`config.mk`:
```
export PLATFORM = sky130hd
export DESIGN_NAME = tagger_tab_commit_ctrl
export DESIGN_NICKNAME = d
export VERILOG_FILES = /design/src/rtl/tagger_tab_commit_ctrl.sv
export SDC_FILE = /design/constraint.sdc
export NUM_CORES = 1
export LEC_CHECK = 0
export CAP_MARGIN = 20
export CORE_MARGIN = 3
export CORE_UTILIZATION = 49
export CTS_CLUSTER_SIZE = 25
export DETAILED_ROUTE_END_ITERATION = 7
export GPL_ROUTABILITY_DRIVEN = 0
export HOLD_SLACK_MARGIN = 0.03
export PLACE_DENSITY = 0.81
export SLEW_MARGIN = 10
export SYNTH_ARGS = -nofsm -noshare
export SYNTH_HDL_FRONTEND = slang
export SYNTH_SLANG_ARGS = --single-unit
```
`constraint.sdc`:
```
create_clock -name clk_i -period 1.81 [get_ports clk_i]
set_input_delay 0.181 -clock clk_i [delete_from_list [all_inputs] [get_ports clk_i]]
set_output_delay 0.181 -clock clk_i [all_outputs]
set_load 0.01 [all_outputs]
```
`src/rtl/tagger_tab_commit_ctrl.sv`:
```
// tagger_tab_commit_ctrl: atomic, drain-safe commit of partition tagging tables
// from configuration registers into the tagger datapath.
// Optional feature macro: TAGGER_TAB_ORDER_CHECK_EN (adds the CHECK state that
// rejects tables whose base addresses are not strictly increasing).
//
// state | meaning
// IDLE  | waiting for commit_i; active table stable
// CHECK | walking shadow addresses, one adjacent pair per cycle
// DRAIN | quiesce_req_o high, waiting for quiesced_i or drain timeout
// SWAP  | quiesce still held; shadow copied to active on the exit edge
module tagger_tab_commit_ctrl #(
  parameter int unsigned MAXPARTITION  = 4,
  parameter int unsigned PATID_LEN     = 8,
  parameter int unsigned CONF_LEN      = 2,
  parameter int unsigned REG_ADDR_LEN  = 32,
  parameter int unsigned DRAIN_TIMEOUT = 1024
) (
  input  logic                                     clk_i,
  input  logic                                     rst_ni,
  input  logic [MAXPARTITION*REG_ADDR_LEN-1:0]     cfg_addr_i,
  input  logic [MAXPARTITION*PATID_LEN-1:0]        cfg_patid_i,
  input  logic [MAXPARTITION*CONF_LEN-1:0]         cfg_conf_i,
  input  logic                                     commit_i,
  output logic                                     commit_clr_o,
  output logic                                     quiesce_req_o,
  input  logic                                     quiesced_i,
  output logic [MAXPARTITION*(REG_ADDR_LEN+2)-1:0] tab_addr_o,
  output logic [MAXPARTITION*PATID_LEN-1:0]        tab_patid_o,
  output logic [MAXPARTITION*CONF_LEN-1:0]         tab_conf_o,
  output logic                                     tab_valid_o,
  output logic                                     busy_o,
  output logic [1:0]                               err_o,
  output logic [7:0]                               gen_o
);

  // A zero timeout means wait forever; keep a 1-bit counter so widths stay legal.
  localparam int unsigned   CNT_W    = (DRAIN_TIMEOUT > 0) ? $clog2(DRAIN_TIMEOUT + 1) : 1;
  localparam logic [CNT_W-1:0] CNT_MAX  = CNT_W'(DRAIN_TIMEOUT);
  localparam logic [CNT_W-1:0] CNT_LAST = CNT_W'(DRAIN_TIMEOUT - 1);

`ifdef TAGGER_TAB_ORDER_CHECK_EN
  typedef enum logic [1:0] {ST_IDLE, ST_CHECK, ST_DRAIN, ST_SWAP} state_e;
  localparam int unsigned IDX_W = (MAXPARTITION > 1) ? $clog2(MAXPARTITION) : 1;
  logic [IDX_W-1:0] chk_idx_q;
  logic             chk_inc;
  logic             set_err_ord;
  logic             err_ord_q;
  logic             addr_bad;
`else
  typedef enum logic [1:0] {ST_IDLE, ST_DRAIN, ST_SWAP} state_e;
`endif

  state_e state_q, state_d;

  logic [REG_ADDR_LEN-1:0] shd_addr_q  [MAXPARTITION];
  logic [PATID_LEN-1:0]    shd_patid_q [MAXPARTITION];
  logic [CONF_LEN-1:0]     shd_conf_q  [MAXPARTITION];
  logic [REG_ADDR_LEN-1:0] act_addr_q  [MAXPARTITION];
  logic [PATID_LEN-1:0]    act_patid_q [MAXPARTITION];
  logic [CONF_LEN-1:0]     act_conf_q  [MAXPARTITION];

  logic             tab_valid_q;
  logic [7:0]       gen_q;
  logic             err_to_q;
  logic [CNT_W-1:0] cnt_q;
  logic             snap, swap, set_err_to, timeout_hit;

  assign timeout_hit = (DRAIN_TIMEOUT != 0) && (cnt_q == CNT_LAST);

`ifdef TAGGER_TAB_ORDER_CHECK_EN
  assign addr_bad = (shd_addr_q[chk_idx_q] <= shd_addr_q[chk_idx_q - 1'b1]);
`endif

  // Next-state and control decode; quiesced_i wins over a same-cycle timeout.
  always_comb begin
    state_d      = state_q;
    commit_clr_o = 1'b0;
    snap         = 1'b0;
    swap         = 1'b0;
    set_err_to   = 1'b0;
`ifdef TAGGER_TAB_ORDER_CHECK_EN
    chk_inc      = 1'b0;
    set_err_ord  = 1'b0;
`endif
    case (state_q)
      ST_IDLE: begin
        if (commit_i) begin
          commit_clr_o = 1'b1;
          snap         = 1'b1;
`ifdef TAGGER_TAB_ORDER_CHECK_EN
          state_d      = (MAXPARTITION > 1) ? ST_CHECK : ST_DRAIN;
`else
          state_d      = ST_DRAIN;
`endif
        end
      end
`ifdef TAGGER_TAB_ORDER_CHECK_EN
      ST_CHECK: begin
        if (addr_bad) begin
          set_err_ord = 1'b1;
          state_d     = ST_IDLE;
        end else if (chk_idx_q == IDX_W'(MAXPARTITION - 1)) begin
          state_d     = ST_DRAIN;
        end else begin
          chk_inc     = 1'b1;
        end
      end
`endif
      ST_DRAIN: begin
        if (quiesced_i) begin
          state_d = ST_SWAP;
        end else if (timeout_hit) begin
          set_err_to = 1'b1;
          state_d    = ST_IDLE;
        end
      end
      ST_SWAP: begin
        swap    = 1'b1;
        state_d = ST_IDLE;
      end
      default: state_d = ST_IDLE;
    endcase
  end

  // State register.
  always_ff @(posedge clk_i or negedge rst_ni) begin
    if (!rst_ni) state_q <= ST_IDLE;
    else         state_q <= state_d;
  end

  // Shadow table captures cfg_* once, at commit acceptance.
  always_ff @(posedge clk_i or negedge rst_ni) begin
    if (!rst_ni) begin
      for (int k = 0; k < int'(MAXPARTITION); k++) begin
        shd_addr_q[k]  <= '0;
        shd_patid_q[k] <= '0;
        shd_conf_q[k]  <= '0;
      end
    end else if (snap) begin
      for (int k = 0; k < int'(MAXPARTITION); k++) begin
        shd_addr_q[k]  <= cfg_addr_i[k*REG_ADDR_LEN +: REG_ADDR_LEN];
        shd_patid_q[k] <= cfg_patid_i[k*PATID_LEN +: PATID_LEN];
        shd_conf_q[k]  <= cfg_conf_i[k*CONF_LEN +: CONF_LEN];
      end
    end
  end

  // Active table, generation and valid flag change together on the SWAP exit edge.
  always_ff @(posedge clk_i or negedge rst_ni) begin
    if (!rst_ni) begin
      for (int k = 0; k < int'(MAXPARTITION); k++) begin
        act_addr_q[k]  <= '0;
        act_patid_q[k] <= '0;
        act_conf_q[k]  <= '0;
      end
      gen_q       <= 8'd0;
      tab_valid_q <= 1'b0;
    end else if (swap) begin
      for (int k = 0; k < int'(MAXPARTITION); k++) begin
        act_addr_q[k]  <= shd_addr_q[k];
        act_patid_q[k] <= shd_patid_q[k];
        act_conf_q[k]  <= shd_conf_q[k];
      end
      gen_q       <= gen_q + 8'd1;
      tab_valid_q <= 1'b1;
    end
  end

  // Drain cycle counter: zero outside DRAIN, saturates at the timeout value.
  always_ff @(posedge clk_i or negedge rst_ni) begin
    if (!rst_ni)                   cnt_q <= '0;
    else if (state_q != ST_DRAIN)  cnt_q <= '0;
    else if (cnt_q != CNT_MAX)     cnt_q <= cnt_q + 1'b1;
  end

  // Sticky drain-timeout flag, cleared when a new commit is accepted.
  always_ff @(posedge clk_i or negedge rst_ni) begin
    if (!rst_ni)         err_to_q <= 1'b0;
    else if (snap)       err_to_q <= 1'b0;
    else if (set_err_to) err_to_q <= 1'b1;
  end

`ifdef TAGGER_TAB_ORDER_CHECK_EN
  // Order-check index and sticky order-violation flag.
  always_ff @(posedge clk_i or negedge rst_ni) begin
    if (!rst_ni) begin
      chk_idx_q <= '0;
      err_ord_q <= 1'b0;
    end else begin
      if (snap)         chk_idx_q <= IDX_W'(1);
      else if (chk_inc) chk_idx_q <= chk_idx_q + 1'b1;
      if (snap)             err_ord_q <= 1'b0;
      else if (set_err_ord) err_ord_q <= 1'b1;
    end
  end
  assign err_o = {err_ord_q, err_to_q};
`else
  assign err_o = {1'b0, err_to_q};
`endif

  for (genvar k = 0; k < MAXPARTITION; k++) begin : g_out
    assign tab_addr_o[k*(REG_ADDR_LEN+2) +: REG_ADDR_LEN+2] = {act_addr_q[k], 2'b00};
    assign tab_patid_o[k*PATID_LEN +: PATID_LEN]           = act_patid_q[k];
    assign tab_conf_o[k*CONF_LEN +: CONF_LEN]              = act_conf_q[k];
  end

  assign quiesce_req_o = (state_q == ST_DRAIN) || (state_q == ST_SWAP);
  assign busy_o        = (state_q != ST_IDLE);
  assign tab_valid_o   = tab_valid_q;
  assign gen_o         = gen_q;

endmodule

```
### Yosys cells after proc, flatten, opt, wreduce, memory -nomap -nowiden

Cells that the tools add are included.

| storage, ports and cells | value |
|---|---|
| latch bits | 0 |
| memories kept | 0 |
| bits of input ports | 172 |
| RAM bits | 0 |
| memory bits (read-only) | 0 |
| bits in registers | 359 |
| output and inout port bits | 190 |
| logic and storage cells | 58 |

| cells by class | value |
|---|---|
| shift operators | 0 |
| multiplexer cells | 14 |
| reduce and logical (&&, ||, !) cells | 6 |
| add/sub/neg operators | 2 |
| order comparisons | 0 |
| equal/unequal tests | 7 |
| multipliers | 0 |
| div/mod/pow operators | 0 |
| bitwise gates (word level) | 0 |

Operators with widths:

| cell | number |
|---|---|
| $mux 11 | 2 |
| $add 11x1->11 const B | 1 |
| $eq 11x10->1 const B | 1 |
| $ne 11x11->1 const B | 1 |
| $add 8x1->8 const B | 1 |
| $mux 1 | 8 |
| $mux 2 | 3 |
| $reduce_bool 2->1 | 3 |
| $pmux 2 s2 | 1 |
| $ne 3x3->1 const B | 1 |
| $eq 2x1->1 const B | 1 |
| $eq 2x2->1 const B | 1 |
| $logic_not 2->1 | 1 |
| $ne 2x1->1 const B | 1 |
| $ne 2x2->1 const B | 1 |
| $reduce_and 2->1 | 1 |
| $logic_or 1x1->1 | 1 |

### Longest topological paths before layout

| depth | value |
|---|---|
| word-level depth | 6 |
| gate-level depth with buffers | 7 |
| gate-level depth less buffers | 6 |

### Worst setup path after synthesis

No wires, ideal clock.

| timing path | value |
|---|---|
| path kind | register to register |
| start | register state_q[1] |
| end | register shd_patid_q[12] in the netlist's numbering |
| slack | 0.141 ns |
| stages on the path, launching flop included | 8 |
| data required time | 1.685 ns |
| library setup time | 0.125 ns |
| period minus slack after synthesis | 1.669 ns |
| data arrival time | 1.544 ns |
| cell sequence | dfrtp_1 -> inv_1 -> ha_1 -> and2_1 -> buf_2 -> buf_6 -> buf_6 -> mux2_2 |

| on the way | value |
|---|---|
| word-level cells in the longest chain between the ends | 2 |

Ends and longest elaborated chain:

| item | RTL line | source |
|---|---|---|
| from (decl) | 53 | `state_e state_q, state_d;` |
| from (signal assigned) | 128 | `else state_q <= state_d;` |
| $logic_not 2->1 | 85 | `case (state_q)` |
| $mux 1 | 85 |  |
| to (signal, indexed assignment) | 142 | `shd_patid_q[k] <= cfg_patid_i[k*PATID_LEN +: PATID_LEN];` |
| to (decl) | 56 | `logic [PATID_LEN-1:0] shd_patid_q [MAXPARTITION];` |

Every way passes these cells.
A chain may end at the register's enable or synchronous reset.

### Worst setup path after layout

| timing path | value |
|---|---|
| start | register state_q[0] |
| end | output commit_clr_o |

| on the way | value |
|---|---|
| word-level cells in the longest chain between the ends | 2 |

Ends and longest elaborated chain:

| item | RTL line | source |
|---|---|---|
| $logic_not 2->1 | 85 |  |
| $mux 1 | 85 |  |
| to (decl) | 24 | `output logic commit_clr_o,` |

Every way passes these cells.

==> run summary <==
=================================================================================
Cts bufs inserted                                                              38
Per-instance average area after synthesis                               16.6 um^2
1st-iter DRT viols                                                            282
Sum of negative setup slack                                                  0 ps
Count of yosys warnings during synthesis                                        0
Clock slew seen by the registers of the worst setup and hold paths          60 ps
Cell count after synthesis                                                    824
Final critical delay including setup and external delays                  1760 ps
Placed wire-length estimate after detailed placement                     23000 um
Clk_skew                                                                  24.8 ps
Critical Path Source                                                   state_q[0]
Number of library cell types mapped by synthesis                               32
Worst setup slack after layout                                            46.1 ps
TritonCTS clock tree                                                        built
Layout overhead on the synthesized area                                     40.9%
Share of Yosys cell area claimed by the top area cell type                  0.657
Type of element launching the critical path                             flip-flop
Final-report hold violation count                                               0
Antenna violations before repair                                                1
Drt pass-1 iters                                                                4
Worst setup path class                                                    reg2out
Via count                                                                    8256
Core area                                                              27200 um^2
Number of buffers added on ports                                              352
GRT Overall Usage                                                           0.212
Longest individual stage delay on the worst path                           400 ps
Number of vias per cell                                                      5.06
Number of nets still failing antenna checks after routing                       0
Leak                                                                      8.17 nW
Maximum number of pins on one net before global-route repair                   53
Total of max-cap violations                                                     0
Nature of the critical path endpoint                                   output pin
Worst-path maximum fanout                                                       7
Dominant cells by area after synthesis                               dfrtp_1 (66%), mux2_2 (27%), buf_6 (1.1%)
Antenna Cells                                                                   0
Sum of buffers and inverters on the critical path                               2
Final period util                                                           0.975
Fill cell total of the finished layout                                       1846
Seq/Total Area, Yosys                                                       0.657
Effective utilization at floorplan                                          0.503
Max stage delay cell, worst path                                          dfrtp_1
Hold WS                                                                    198 ps
Unrepaired setup endpoints after global routing                               yes
Fraction of layout instances using a drive strength above 1                 0.356
Peak clock frequency supported by timing                                  567 MHz
Vias in the first global route                                               9094
Clock latency reported for the late side of the worst-skew pair            510 ps
Final Util                                                                  0.709
Mean routed wirelength per cell                                           19.4 um
VDD IR max                                                                1.11 mV
H-tree depth reported by CTS                                                    2
Cells traversed along the worst timing path                          inv_1, ha_2, and2_4, buf_4
Post-placement cell area                                               18100 um^2
Family with the most delay on the worst path                           flip-flops
Post-layout power                                                         34.6 mW
Post-synthesis sequential element count                                       359
Outcome                                                              finished clean
Cell at the root of the clock tree                                      clkbuf_16
# setup viols final                                                             0
Remaining global-route overflow                                                 0
Signal arrival time at the worst endpoint                                 1580 ps
Cell type with the largest total area after synthesis                     dfrtp_1
Pins Over Slew Limit                                                            0
Number of nets in the layout                                                 1412
Total detailed-routing wirelength                                        31700 um
Residual DRC count                                                              0
Post-placement cell count                                                    1562
Final design area excluding fillers                                    19300 um^2
Clock sink total                                                              359
Power per cell area                                                  1800 nW/um^2
Share of synthesized registers carrying an async set or reset                1.00
CP Data Required Time                                                     1630 ps
Worst Setup Slack post-DPL                                                17.9 ps
Largest buffer count on any clock path                                          3
Dominant register cell in the synthesized netlist                         dfrtp_1
Width of the chip                                                          173 um
Final std cells w/o fill                                                     1632
Area of the multi-input gates                                           4360 um^2
Total I/O pin count                                                           362
Die Y-Extent                                                               173 um
Wire length of the first global-routing pass                             51200 um
Seq. cell area                                                          8980 um^2
Full die area                                                          29900 um^2
# rows                                                                         60
Type of the worst min-delay path                                         in2async
Cell Area, Synth                                                       13700 um^2
Reg2reg start                                                          state_q[0]
Number of enable flip-flop cells after synthesis                                0
=================================================================================
[final cells by class]
type,count,area share
Timing Repair Buffer,410,0.221
Multi-Input combinational cell,417,0.226
Inverter,7,0.00136
Clock inverter,7,0.00331
Tap cell,372,0.0242
Clock buffer,60,0.0579
Sequential cell,359,0.466
[worst reg2reg max path, cell delays in order, from the launching register on]
cell and delay, ps:
dfrtp_1 400, inv_1 90, ha_2 190, and2_4 230, buf_12 190, buf_12 190
mux2_2 360
[power by group]
group	leakage, nW	switching, mW	internal, mW
Clock	0.580	2.96	4.36
Combinational	3.31	4.82	8.31
Sequential	4.28	2.13	12.0
Total	8.17	9.91	24.7
[cell usage after synthesis, drive strengths merged, types with 3 or more instances]
master / n
a21oi: 3
ha: 7
buf: 47
nand2: 7
nor2: 9
nand3: 6
xor2: 9
dfrtp: 359
and4: 4
xnor2: 6
inv: 7
nand4: 5
mux2: 338
[state kept, by name, indices dropped and copies added (netlist names)]
name and count:
tab_patid_o 32, gen_o 8, state_q 2, tab_addr_o 128, shd_patid_q 32, shd_conf_q 8
tab_valid_o 1, cnt_q 11, err_to_q 1, shd_addr_q 128, tab_conf_o 8
[per-layer routing]
layer	routed length, um	global-route usage
met4	755	0.0571
met1	12700	0.265
met3	1930	0.0531
met2	16200	0.370
met5	13	0
[what timing repair did]
action,CTS,global route
pin swaps,1,0
gates resized for setup,10,2
hold endpoints to repair,170,0
setup buffers,0,2
setup endpoints to repair,7,106
hold buffers,1,0
[cells in the final DEF (no fill, tap or decap), types with 6 or more instances in the layout]
cell type	n
inv_1	6
xnor2_1	6
mux2_2	328
nor2_1	9
buf_4	35
dfrtp_1	359
mux2_1	10
clkbuf_1	15
nand3_1	6
clkbuf_8	6
clkdlybuf4s50_1	347
clkbuf_16	39
buf_12	23
nand2_1	7
xor2_1	9
conb_1	9
[path summary, 6_finish.rpt]
path / end / slack, ps / cells past startpoint
worst min-delay path: shd_addr_q[4] / 200 / 2
worst min register to register: gen_o[7] / 470 / 1
worst max register to register: shd_addr_q[8] / 50 / 6
worst max-delay path: commit_clr_o / 50 / 4
min in group clk_i: shd_patid_q[14] / 270 / 2
max in group asynchronous: tab_addr_o[22] / 860 / 4
[cell families (layout without fill, tap and decap cells)]
group	after synthesis	count (layout)	share of synthesized area
flip-flops	359	359	0.657
other	1	9	0.000274
adder cells (fa/ha/maj)	7	7	0.00641
buffers and inverters	56	484	0.0275
XOR/XNOR	15	15	0.00961
multiplexers	338	338	0.278
AND/OR/NAND/NOR	41	41	0.0177
AO/OA/AOI/OAI	7	7	0.00311
(Power assumes the default switching activity.)
